**src/rtl/gzip_stream_arbiter.sv**
```systemverilog
// Round-robin merge of NUM_CH word streams into one block-tagged Deflate input stream.
// Optional per-channel block/cut statistics are built when GZIP_ARB_STATS_EN is defined.
module gzip_stream_arbiter #(
  parameter int NUM_CH          = 4,
  parameter int CH_W            = 2,
  parameter int DATA_W          = 32,
  parameter int MAX_BLOCK_WORDS = 16383,
  parameter int CNT_W           = 14
) (
  input  logic                     clk,
  input  logic                     rst_n,
  input  logic [NUM_CH-1:0]        s_valid,
  output logic [NUM_CH-1:0]        s_ready,
  input  logic [NUM_CH*DATA_W-1:0] s_data,
  input  logic [NUM_CH-1:0]        s_last,
  input  logic [NUM_CH-1:0]        ch_enable,
  input  logic [2*NUM_CH-1:0]      btype_cfg,
  output logic                     m_valid,
  input  logic                     m_ready,
  output logic [DATA_W-1:0]        m_data,
  output logic                     m_sob,
  output logic                     m_last,
  output logic                     m_cut,
  output logic [CH_W-1:0]          m_chan,
  output logic [1:0]               m_btype,
  output logic                     busy,
  input  logic [CH_W-1:0]          stat_sel,
  output logic [63:0]              stat_data
);

  typedef enum logic {IDLE, XFER} state_t;

  state_t            state;
  logic [CH_W-1:0]   owner;
  logic [CH_W-1:0]   last_owner;
  logic [1:0]        owner_btype;
  logic [CNT_W-1:0]  word_cnt;
  logic              sob_pend;

  logic [NUM_CH-1:0]   req;
  logic [2*NUM_CH-1:0] req_dbl;
  logic [NUM_CH-1:0]   req_rot;
  int                  grant_off;
  int                  grant_sum;
  logic [CH_W-1:0]     grant_ch;
  logic [1:0]          grant_btype;

  logic [DATA_W-1:0] own_data;
  logic              own_valid;
  logic              own_last;
  logic              out_free;
  logic              accept;
  logic              blk_end;

  assign req = s_valid & ch_enable;

  // Rotate the request vector so bit 0 is the channel after last_owner; the lowest set
  // bit of the rotated vector is then the round-robin winner.
  always_comb begin
    // NOTE: every combinational output gets a default first so no path infers a latch.
    req_dbl   = {req, req} >> ({1'b0, last_owner} + 1'b1);
    req_rot   = req_dbl[NUM_CH-1:0];
    grant_off = 0;
    for (int i = NUM_CH - 1; i >= 0; i--) begin
      if (req_rot[i]) grant_off = i;
    end
    grant_sum = int'(last_owner) + 1 + grant_off;
    if (grant_sum >= NUM_CH) grant_sum = grant_sum - NUM_CH;
    grant_ch    = CH_W'(grant_sum);
    grant_btype = '0;
    for (int g = 0; g < NUM_CH; g++) begin
      if (grant_ch == CH_W'(g)) grant_btype = btype_cfg[2*g +: 2];
    end
  end

  always_comb begin
    own_data  = '0;
    own_valid = 1'b0;
    own_last  = 1'b0;
    for (int g = 0; g < NUM_CH; g++) begin
      if (owner == CH_W'(g)) begin
        own_data  = s_data[g*DATA_W +: DATA_W];
        own_valid = s_valid[g];
        own_last  = s_last[g];
      end
    end
  end

  assign out_free = !m_valid || m_ready;
  assign accept   = (state == XFER) && own_valid && out_free;
  assign blk_end  = own_last || (word_cnt == CNT_W'(MAX_BLOCK_WORDS - 1));
  assign busy     = (state == XFER) || m_valid;

  always_comb begin
    s_ready = '0;
    for (int g = 0; g < NUM_CH; g++) begin
      if (state == XFER && owner == CH_W'(g)) s_ready[g] = out_free;
    end
  end

  always_ff @(posedge clk or negedge rst_n) begin
    if (!rst_n) begin
      state       <= IDLE;
      owner       <= '0;
      last_owner  <= CH_W'(NUM_CH - 1);
      owner_btype <= '0;
      word_cnt    <= '0;
      sob_pend    <= 1'b0;
      m_valid     <= 1'b0;
      m_data      <= '0;
      m_sob       <= 1'b0;
      m_last      <= 1'b0;
      m_cut       <= 1'b0;
      m_chan      <= '0;
      m_btype     <= '0;
    end else begin
      // NOTE: sequential state uses non-blocking assignments so every read sees pre-edge values.
      if (accept) begin
        m_valid <= 1'b1;
        m_data  <= own_data;
        m_chan  <= owner;
        m_btype <= owner_btype;
        m_sob   <= sob_pend;
        m_last  <= blk_end;
        m_cut   <= blk_end && !own_last;
      end else if (m_ready) begin
        m_valid <= 1'b0;
        m_sob   <= 1'b0;
        m_last  <= 1'b0;
        m_cut   <= 1'b0;
      end

      case (state)
        IDLE: begin
          if (|req) begin
            owner       <= grant_ch;
            owner_btype <= grant_btype;
            word_cnt    <= '0;
            sob_pend    <= 1'b1;
            state       <= XFER;
          end
        end
        XFER: begin
          if (accept) begin
            sob_pend <= 1'b0;
            word_cnt <= word_cnt + CNT_W'(1);
            if (blk_end) begin
              last_owner <= owner;
              state      <= IDLE;
            end
          end
        end
        default: state <= IDLE;
      endcase
    end
  end

`ifdef GZIP_ARB_STATS_EN
  logic [31:0] blk_cnt [NUM_CH];
  logic [31:0] cut_cnt [NUM_CH];
  logic [63:0] stat_next;

  always_comb begin
    stat_next = '0;
    for (int g = 0; g < NUM_CH; g++) begin
      if (stat_sel == CH_W'(g)) stat_next = {cut_cnt[g], blk_cnt[g]};
    end
  end

  always_ff @(posedge clk or negedge rst_n) begin
    if (!rst_n) begin
      // NOTE: the counter array is reset explicitly because software reads zero after reset.
      for (int g = 0; g < NUM_CH; g++) begin
        blk_cnt[g] <= '0;
        cut_cnt[g] <= '0;
      end
      stat_data <= '0;
    end else begin
      for (int g = 0; g < NUM_CH; g++) begin
        if (m_valid && m_ready && m_last && m_chan == CH_W'(g)) begin
          blk_cnt[g] <= blk_cnt[g] + 32'd1;
          if (m_cut) cut_cnt[g] <= cut_cnt[g] + 32'd1;
        end
      end
      stat_data <= stat_next;
    end
  end
`else
  logic stat_unused;
  assign stat_unused = ^stat_sel;
  assign stat_data   = '0;
`endif

endmodule

```
**config.mk**
```make
export PLATFORM = sky130hd
export DESIGN_NAME = gzip_stream_arbiter
export DESIGN_NICKNAME = d
export VERILOG_FILES = /design/src/rtl/gzip_stream_arbiter.sv
export SDC_FILE = /design/constraint.sdc
export NUM_CORES = 1
export LEC_CHECK = 0
export CAP_MARGIN = 10
export CORE_MARGIN = 2
export CORE_UTILIZATION = 38
export DETAILED_ROUTE_END_ITERATION = 8
export GPL_ROUTABILITY_DRIVEN = 0
export PLACE_DENSITY = 0.83
export RECOVER_POWER = 50
export SLEW_MARGIN = 20
export SYNTH_ARGS = -nofsm -noshare
export SYNTH_HDL_FRONTEND = slang
export SYNTH_SLANG_ARGS = --single-unit
```
**constraint.sdc**
```tcl
create_clock -name clk -period 3.95 [get_ports clk]
set_input_delay 0.9875 -clock clk [delete_from_list [all_inputs] [get_ports clk]]
set_output_delay 0.9875 -clock clk [all_outputs]
set_load 0.01 [all_outputs]
```
Word level (Yosys, flattened, before mapping) --
Cells that the tools add are included.
Cells by class: $add $sub $neg 5, $lt $le $gt $ge 1, equality and inequality tests 9, shifts and indexed selects 1, reductions and logical operators 19, bitwise operators 2, multiplexer cells 40
Operators with widths (number):
- $mux W32 | 4
- $mux W14 | 2
- $pmux W14 S2 | 1
- $mux W1 | 22
- $mux W2 | 9
- $add A14 B1 Y14 const B | 1
- $eq A14 B14 Y1 const B | 1
- $eq A2 B2 Y1 const B | 4
- $shr A8 B3 Y4 | 1
- $logic_and A1 B1 Y1 | 7
- $add A2 B1 Y3 const B | 2
- $add A3 B2 Y4 | 1
- $and A4 B4 Y4 | 1
- $eq A2 B1 Y1 const B | 2
- $ge A4 B3 Y1 const B | 1
- $logic_not A2 Y1 | 2
- $pmux W1 S2 | 2
- $reduce_and A2 Y1 | 2
- $reduce_or A4 Y1 | 1
- $logic_or A1 B1 Y1 | 3
- $reduce_and A3 Y1 | 1
- $logic_not A1 Y1 | 2
- $ne A2 B1 Y1 const B | 1
- $ne A2 B2 Y1 const B | 1
- 3 further kinds | 3
Word-level totals: input port bits 153, logic and storage cells 90, flip-flop bits (word level) 62, output and inout bits 109

Logic depth before layout (Yosys ltp) --
Gate-level depths: netlist of run 1.
depth after elaboration 14, gate-level depth with buffers 14, gate-level depth less buffers 13

Worst setup path after synthesis of run 1 --
Ideal clock, no wire load.
path kind input port to flip-flop, start point input s_valid[2], end point register owner_btype[1], path buffers 1, required time 3.815 ns, setup time 0.135 ns, path slack 0.922 ns, cell stages on the path 12, data arrival time 2.893 ns, cell sequence nand2_1 > o21ai_0 > o21ai_0 > o21ai_0 > a32oi_1 > ha_1 > clkbuf_1 > nor3b_1 > nor2_1 > or3_1 > o2111ai_1 > a221oi_1
Between the ends: word-level cells in the longest chain between the ends 14, elaborated cells on any way between the ends 20, classes of those cells add/sub: 2; order compare: 1; eq/ne: 3; shift: 1; mux: 9; bitwise: 1; reduce/logical: 3
Ends and longest elaborated chain:
- from (decl) | line 12 | input logic [NUM_CH-1:0] s_valid,
- $and A4 B4 Y4 (*) | line 55 | assign req = s_valid & ch_enable;
- $shr A8 B3 Y4 | line 61 | req_dbl = {req, req} >> ({1'b0, last_owner} + 1'b1);
- $mux W2 (4 in a row) | line 65 | if (req_rot[i]) grant_off = i;
- $add A3 B2 Y4 | line 67 | grant_sum = int'(last_owner) + 1 + grant_off;
- $ge A4 B3 Y1 / $sub A2 B1 Y2 (equally long branches) | line 68 | if (grant_sum >= NUM_CH) grant_sum = grant_sum - NUM_CH;
- $mux W2 | line 68
- $logic_not A2 Y1 | line 72 | if (grant_ch == CH_W'(g)) grant_btype = btype_cfg[2*g +: 2];
- $mux W2 (4 in a row) | line 72
- to (signal assigned) | line 137 | owner_btype <= grant_btype;
- to (decl) | line 36 | logic [1:0] owner_btype;
Every way passes the cells marked *; elsewhere a longest branch is shown, timed or not. A chain may end at the register's enable or synchronous reset.

Final worst setup path of run 1 --
start point input m_ready, end point output s_ready[0]
Between the ends: word-level cells in the longest chain between the ends 2
Ends and longest elaborated chain:
- from (decl) | line 19 | input logic m_ready,
- $logic_or A1 B1 Y1 | line 89 | assign out_free = !m_valid || m_ready;
- $mux W1 | line 97 | if (state == XFER && owner == CH_W'(g)) s_ready[g] = out_free;
- to (decl) | line 13 | output logic [NUM_CH-1:0] s_ready,
No other way between the ends.

==> results of run 1 <==
[cell type report]
cell class	instances	share of cell area
multi-input combinational	344	0.366
tap	140	0.0283
inverter	2	0.00121
clock buffer	13	0.0257
sequential	62	0.251
clock inverter	3	0.00687
timing repair buffer	201	0.321
[state kept, by name, indices dropped and copies added (netlist names)]
name,cells
m_valid,1
word_cnt,14
sob_pend,1
m_sob,1
last_owner,2
state,1
m_chan,2
m_data,32
m_btype,2
owner_btype,2
m_last,1
m_cut,1
owner,2
[synth_stat cells, types with 5 or more instances]
| library cell | n | area (um2) |
|---|---|---|
| buf_2 | 5 | 25.0 |
| nand4_1 | 5 | 31.3 |
| nand2b_1 | 5 | 31.3 |
| clkbuf_1 | 13 | 48.8 |
| buf_4 | 66 | 495 |
| mux2i_1 | 7 | 70.1 |
| nand2_1 | 133 | 499 |
| mux4_2 | 34 | 766 |
| o21ai_0 | 14 | 70.1 |
| nand3_1 | 6 | 30.0 |
| xor2_1 | 9 | 78.8 |
| a21oi_1 | 7 | 35.0 |
| dfrtp_1 | 60 | 1500 |
| nor2_1 | 17 | 63.8 |
[power breakdown]
group          switching (W)  leakage [nW]  internal, W
combinational       0.000913          1.86      0.00105
sequential          0.000304         0.781     0.000893
clock               0.000241        0.0996     0.000326
[final timing paths]
kind	slack, ns	endpoint	from	cells after the start
worst min-delay path	0.47	m_data[14]	m_data[14]	2
worst max register to register	1.15	word_cnt[12]	owner[1]	5
max in group asynchronous	1.14	m_data[29]	rst_n	2
worst max-delay path	0.29	s_ready[0]	m_ready	5
worst min register to register	0.47	m_data[14]	m_data[14]	2
min in group asynchronous	1.28	m_data[12]	rst_n	1
[worst register-to-register path, cell delays in order, from the launching register on]
cell and delay [ns]:
dfrtp_2 0.98, mux4_2 0.43, and3_1 0.50, nand4_1 0.28, or3_1 0.37, a21oi_1 0.16
[logic make-up (layout without fill, tap and decap cells)]
| kind of cell | after synthesis | in the layout | share of synthesized area |
|---|---|---|---|
| XOR/XNOR | 10 | 10 | 0.0210 |
| AND/OR/NAND/NOR | 188 | 188 | 0.194 |
| AO/OA/AOI/OAI | 35 | 35 | 0.0531 |
| multiplexers | 43 | 43 | 0.206 |
| adder cells (fa/ha/maj) | 4 | 4 | 0.0114 |
| flip-flops | 62 | 62 | 0.373 |
| other | 1 | 64 | 0.000899 |
| buffers and inverters | 89 | 219 | 0.141 |
[layer usage]
metal	vias to the layer above	GRT usage	wire length (um)
met3	22	0.0640	800
met4	0	0.0678	299
li1	1732	-	-
met2	158	0.377	6530
met5	-	0	0
met1	1818	0.233	4370
[per-stage QoR]
stage | power (W) | instances
2_1_floorplan | 0.00239 | 495
3_3_place_gp | 0.00316 | 749
3_5_place_dp | 0.00323 | 749
4_1_cts | 0.00381 | 765
5_1_grt | 0.00402 | 765
6_report | 0.00372 | 765
==> results.toml, run 1 <==
[sta]
slew_viol_final = 41
layout_setup_ws_ns = 0.293
tns_ns = 0
post-route-period-util = 0.926
holdWs_ns = 0.472
rsz0062_at_grt = "no"
finClkSkew_ns = 0.0106
final-setup-viol-count = 0
tightest_slew_ns = 2.17
period_minus_slack_ns = 3.66
finalHoldViolCount = 0
relSlewSlack = -0.450
max_freq_mhz = 273

[layout]
drive_above_1_share = 0.104
final_common_cell = "clkdlybuf4s50_1"
stdcell_area_um2 = 6190
area_growth_pct = 48.5
final_util = 0.574
fillCellCount = 916
antenna_cells = 0
mostFrequentLayoutCells = "173 x clkdlybuf4s50_1, 133 x nand2_1, 64 x conb_1"
multi_input_area_um2 = 2270
layout.nets = 776
seq_area_um2 = 1560

[place]
io_buffers = 195
dpl-instance-area_um2 = 6000
pre_cts_slack_ns = 0.285
dp_hpwl_um = 9500

[status]
status = "finished with violations"
violations = "capacitance limit, slew limit"

[die]
die-height_um = 109
ios = 262
core_um2 = 10800
dieArea_um2 = 11800
fp-row-count = 38
die_x_um = 109
start_util = 0.387

[power_and_ir_drop]
vdd_drop_max_mv = 0.263
leakagePower_nw = 2.75
powerDensity_nw_per_um2 = 601

[detailed_routing]
dr.pass1.iters = 4
drc = 0
drt-initial-drc-count = 163
wirelength_um = 12000
drt-vias-per-instance = 4.88
vias = 3730
drtAntennaViolNets = 0
wl_per_cell_um = 15.7

[critical_path]
worstSetupPathType = "primary input to primary output"
cp_top_family = "buffers and inverters"
critPathRequiredTime_ns = 2.96
cp_max_fo = 4
cp_cell_sequence = "clkdlybuf4s50_1, nand2b_1, and2_1, nor3b_1, clkdlybuf4s50_1"
endpoint_kind = "primary output"
worstSetupStartpointType = "primary input"
crit_buf_inv = 2
crit_slowest_cell = "clkdlybuf4s50_1"
cp.arrival_ns = 2.67
critPathMostFrequentCell = "clkdlybuf4s50_1"
slowest_delay_ns = 0.56

[hold_path]
hp-class = "flop to flop"

[clock_tree]
cts.path.max_buffers = 2
htreeDepth = 3
cts.repair.resized = 0
cts.clk_slew.worst_paths_ns = 0.07
cts_sinks = 62
post-cts-setup-buffers = 0
cts_root_buf = "clkbuf_8"
numCtsBuffers = 9
cts_tree = "done"
hold_buffers = 0
clk_latency_ns = 0.33

[yosys]
syn-cell-area_um2 = 4170
synth_seq_cells = 62
ys_async_sr_fraction = 1.00
yosysWarnings = 0
postSynthAreaPerCell_um2 = 9.66
ys_seq_area_frac = 0.373
yosys.cell_types.count = 46
ys.flop_type = "dfrtp_1"
syn_inst = 432
synth-edff-count = 0

[grt]
grt_usage = 0.208
grt_overflow = 0
grt_first_pass_wirelength_um = 18900
antenna_found_initial = 0
grt_max_degree = 42
grt_pass1_vias = 3900

[run]
maxCapViolations = 1
Note: power is estimated with default switching activity, not from simulation.
==> inputs of run 2 (changes only) <==
SKIP_CTS_REPAIR_TIMING = 1   (was not set)
==> results of run 2 <==
Same layout as run 1: the final DEF is identical, and so are final timing and power.
